**config.mk**
```make
export PLATFORM = sky130hd
export DESIGN_NAME = mux_channel_scanner
export DESIGN_NICKNAME = d
export VERILOG_FILES = /design/src/rtl/mux_channel_scanner.sv
export SDC_FILE = /design/constraint.sdc
export NUM_CORES = 1
export LEC_CHECK = 0
export ABC_AREA = 1
export CORE_ASPECT_RATIO = 2
export CORE_MARGIN = 2
export CORE_UTILIZATION = 33
export CTS_CLUSTER_DIAMETER = 40
export CTS_CLUSTER_SIZE = 24
export DETAILED_ROUTE_END_ITERATION = 8
export PLACE_DENSITY = 0.61
export SLEW_MARGIN = 20
export SYNTH_ARGS = -nofsm -noshare
export SYNTH_HDL_FRONTEND = slang
export SYNTH_SLANG_ARGS = --single-unit
```
**constraint.sdc**
```tcl
create_clock -name clk -period 10.8 [get_ports clk]
set_input_delay 1.62 -clock clk [delete_from_list [all_inputs] [get_ports clk]]
set_output_delay 1.62 -clock clk [all_outputs]
set_load 0.02 [all_outputs]
```
**src/rtl/mux_channel_scanner.sv**
```systemverilog
// Sweeps the select of a NUM_CH:1 mux and assembles every channel's output into one
// packed frame, then hands the frame downstream on a valid/ready handshake.
module mux_channel_scanner #(
  parameter int NUM_CH = 32,
  parameter int SEL_W  = 5,
  parameter int DATA_W = 2,
  parameter int SETTLE = 1
) (
  input  logic                     clk,
  input  logic                     reset,
  input  logic                     start,
  input  logic                     continuous,
  input  logic                     abort,
  input  logic [NUM_CH-1:0]        en_mask,
  output logic [SEL_W-1:0]         sel,
  input  logic [DATA_W-1:0]        mux_out,
  output logic [NUM_CH*DATA_W-1:0] frame,
  output logic                     frame_valid,
  input  logic                     frame_ready,
  output logic                     busy,
  output logic [7:0]               frame_cnt
);

  typedef enum logic [1:0] {
    IDLE  = 2'd0,
    SCAN  = 2'd1,
    VALID = 2'd2
  } state_t;

  state_t state, state_nxt;

  logic [SEL_W-1:0]                ch;
  logic [3:0]                      cnt;
  logic [NUM_CH-1:0]               mask;
  logic [NUM_CH-1:0][DATA_W-1:0]   slots;
  logic                            kill, launch, handshake, capture, last_ch;

  // abort only acts outside IDLE; in IDLE it just blocks a start
  assign kill      = abort && (state != IDLE);
  assign handshake = (state == VALID) && frame_ready;
  assign launch    = !abort && (((state == IDLE) && start) || (handshake && continuous));
  assign last_ch   = (ch == SEL_W'(NUM_CH - 1));
  // disabled channels are written with zero on their first edge, no settle dwell
  assign capture   = (state == SCAN) && !abort && (!mask[ch] || (cnt == 4'(SETTLE)));

  always_ff @(posedge clk or posedge reset) begin
    if (reset) state <= IDLE;
    else       state <= state_nxt;
  end

  always_comb begin
    state_nxt = state;
    case (state)
      IDLE:    if (launch) state_nxt = SCAN;
      SCAN:    if (kill) state_nxt = IDLE;
               else if (capture && last_ch) state_nxt = VALID;
      VALID:   if (kill) state_nxt = IDLE;
               else if (handshake) state_nxt = continuous ? SCAN : IDLE;
      default: state_nxt = IDLE;
    endcase
  end

  always_ff @(posedge clk or posedge reset) begin
    if (reset) begin
      ch    <= '0;
      cnt   <= '0;
      mask  <= '0;
      slots <= '0;
    end else if (kill) begin
      ch  <= '0;
      cnt <= '0;
    end else if (launch) begin
      mask  <= en_mask;
      slots <= '0;
      ch    <= '0;
      cnt   <= '0;
    end else if (capture) begin
      slots[ch] <= mask[ch] ? mux_out : '0;
      cnt       <= '0;
      if (!last_ch) ch <= ch + 1'b1;
    end else if (state == SCAN) begin
      cnt <= cnt + 1'b1;
    end
  end

  always_ff @(posedge clk or posedge reset) begin
    if (reset)                     frame_cnt <= '0;
    else if (handshake && !abort)  frame_cnt <= frame_cnt + 1'b1;
  end

  assign sel         = ch;
  assign frame       = slots;
  assign frame_valid = (state == VALID);
  assign busy        = (state != IDLE);

endmodule

```
==> results.sh <==
export IMPL_crit_reg2reg_launch="state[1]$_DFFE_PP0P_"
export IMPL_crit_start="frame_ready"
export IMPL_clock_latency_ps=410
export IMPL_cts_hold_buffers=0
export IMPL_synth_area_um2=5800
export IMPL_synth_area_leaders="dfrtp_1 50%, nand2_1 22%, nand3_1 5.6%"
export IMPL_hpwl_mm=10.6
export IMPL_dp_slack_ps=5580
export IMPL_htreeDepth=4
export IMPL_syn_inst=752
export IMPL_place_gp_congestion=0.837
export IMPL_cp_arrival_ps=5130
export IMPL_syn_to_final_growth_pct=32.7
export IMPL_async_reset_ff_share_pct=100
export IMPL_initial_utilization_pct=33.6
export IMPL_synth_top_area_share_pct=49.6
export IMPL_die_w_um=97.8
export IMPL_finClkSkew_ps=9.47
export IMPL_seq_area_frac_synth_pct=49.6
export IMPL_wl_mm=15.2
export IMPL_r2r_end="frame[26]$_DFFE_PP0P_"
export IMPL_yosysUniqueCellTypes=31
export IMPL_leakagePower_uw=0.00388
export IMPL_viasPerCell=4.60
export IMPL_setup_tns_ps=0
export IMPL_whs_path_depth=2
export IMPL_drtIter0Drc=269
export IMPL_hold_violations=0
export IMPL_numPortBuffers=118
export IMPL_fillers=1724
export IMPL_drive_above_1_share_pct=8.42
export IMPL_hold_class="reg2reg"
export IMPL_worst_slack_ps=5960
export IMPL_n_antenna_cell=0
export IMPL_yosysWarnings=0
export IMPL_die_area_um2=18700
export IMPL_drv_cap=0
export IMPL_syn_nets=800
export IMPL_wl_per_cell_um=14.2
export IMPL_num_nets_final=902
export IMPL_finalSetupViolCount=0
export IMPL_clkTransAtPathRegs_ps=50
export IMPL_antenna_found_initial=0
export IMPL_grt_max_degree=100
export IMPL_core_um2=17300
export IMPL_cts_resized=0
export IMPL_rsz0062_at_grt="false"
export IMPL_reg2reg_depth=12
export IMPL_p_total_uw=1510
export IMPL_die_y_um=192
export IMPL_ir_drop_mv=0.110
export IMPL_status="finished, final reports clean"
export IMPL_synth_flop_cell="dfrtp_1"
export IMPL_ys_seq_elements=115
export IMPL_critPathCaptureType="flop"
export IMPL_critPathKind="in2reg"
export IMPL_vias=4957
export IMPL_drtPass1Iterations=5
export IMPL_hold_end="frame[13]$_DFFE_PP0P_"
export IMPL_clk_path_buf_depth=2
export IMPL_cts_inserted_buffers=17
export IMPL_max_slew_margin_rel_pct=32.5
export IMPL_p_per_area_nw_per_um2=196
export IMPL_min_period_ps=4840
export IMPL_grt_pass1_vias=4912
export IMPL_synth_edf_count=0
export IMPL_boundaryPins=119
export IMPL_avgSynthCellArea_um2=7.72
export IMPL_crit_required_ps=11090
export IMPL_yosysMostFrequentCell="nand2_1"
export IMPL_num_rows=68
export IMPL_cts_tree="built"
export IMPL_crit_path_start_kind="input pin"
export IMPL_root_buffer="clkbuf_16"
export IMPL_path_max_fanout=99
export IMPL_yosys_top_cells_count="341 x nand2_1, 115 x dfrtp_1, 65 x nand3_1"
export IMPL_fmax_mhz=207
export IMPL_grt_pass1_wl_mm=24.8
export IMPL_cts_sinks=115
export IMPL_slew_violations=0
export IMPL_r2r_setup_slack_ps=7020
export IMPL_fin_crit_sh_pct=44.8
export IMPL_dp_cells=1045
export IMPL_post_cts_buffers=0
export IMPL_min_from="frame[13]$_DFFE_PP0P_"
export IMPL_drc_errors=0
export IMPL_tightest_slew_ps=1010
export IMPL_ant_nets=0
export IMPL_grt_overflow_total=0
export IMPL_synth_top_cell_by_area="dfrtp_1"
export IMPL_final_cells=1077
export IMPL_grt_use_total_pct=16.9
[placed cells by master, fill, tap and decap left out, types with 8 or more instances in the layout]
cell and instances:
xor2_1 9, dfrtp_1 115, clkdlybuf4s50_1 118, ha_1 8
o21ai_0 33, nand3_1 65, nand3_2 20, clkbuf_16 17
nor3_1 8, inv_1 43, nand2_1 340, nor2_1 45
[power by group]
group | internal [uW] | switching, uW | total (uW) | leakage [uW]
Combinational | 123 | 262 | 384 | 0.00204
Sequential | 473 | 40.3 | 514 | 0.00153
Clock | 409 | 202 | 611 | 0.000303
[logic make-up (layout without fill, tap and decap cells)]
| kind of cell | Yosys count | count (layout) | share of synthesized area [%] |
|---|---|---|---|
| AND/OR/NAND/NOR | 492 | 492 | 36.3 |
| flip-flops | 115 | 115 | 49.6 |
| multiplexers | 2 | 2 | 0.366 |
| adder cells (fa/ha/maj) | 8 | 8 | 1.72 |
| AO/OA/AOI/OAI | 36 | 36 | 3.28 |
| buffers and inverters | 89 | 204 | 7.26 |
| XOR/XNOR | 10 | 10 | 1.51 |
[how the worst max path moves through the flow]
stage | end | slack [ps] | depth (start not counted)
2_1_floorplan | cnt[0]$_DFFE_PP0P_ | 6140 | 1
3_3_place_gp | frame[45]$_DFFE_PP0P_ | 5690 | 11
3_5_place_dp | frame[0]$_DFFE_PP0P_ | 5580 | 11
4_1_cts | frame[0]$_DFFE_PP0P_ | 6010 | 11
5_1_grt | frame[45]$_DFFE_PP0P_ | 5640 | 11
6_report | frame[26]$_DFFE_PP0P_ | 5960 | 11
[critical path, stage by stage]
cell and delay, ps:
clkdlybuf4s50_1 450, nand2_1 70, nor2_2 270, nand2_1 110
nand2_2 70, buf_4 640, inv_2 510, nand2_4 860
nand2_1 180, nand2_1 120, nand2_1 60
[layout make-up]
class | count | area [um2] | share of cell area (%)
clock buffer | 19 | 433 | 5.62
multi-input combinational | 548 | 2520 | 32.7
sequential | 115 | 2880 | 37.3
inverter | 50 | 193 | 2.50
clock inverter | 13 | 209 | 2.71
tap | 210 | 263 | 3.41
timing repair buffer | 122 | 1210 | 15.7
[through the flow]
stage / cell area [um2] / hold WS, ps / utilization, %
floorplan: 5800 / 496 / -
CTS: 7700 / 475 / 44.6
detailed placement: 7060 / 461 / 40.9
global placement: 7060 / 456 / 40.9
global route: 7700 / 494 / 44.6
finish: 7700 / 467 / 44.6
[metal layers]
layer,wire (um),vias to the layer above,global-route usage [%]
li1,-,2547,-
met3,425,24,2.67
met5,0,-,0
met4,550,0,8.39
met1,5920,2280,18.6
met2,8350,106,31.0
[sequential cells by signal (all words and copies together) (netlist names)]
register   count
frame_cnt      8
cnt            4
sel            5
mask          32
frame         64
state          2
(Power assumes the default switching activity.)
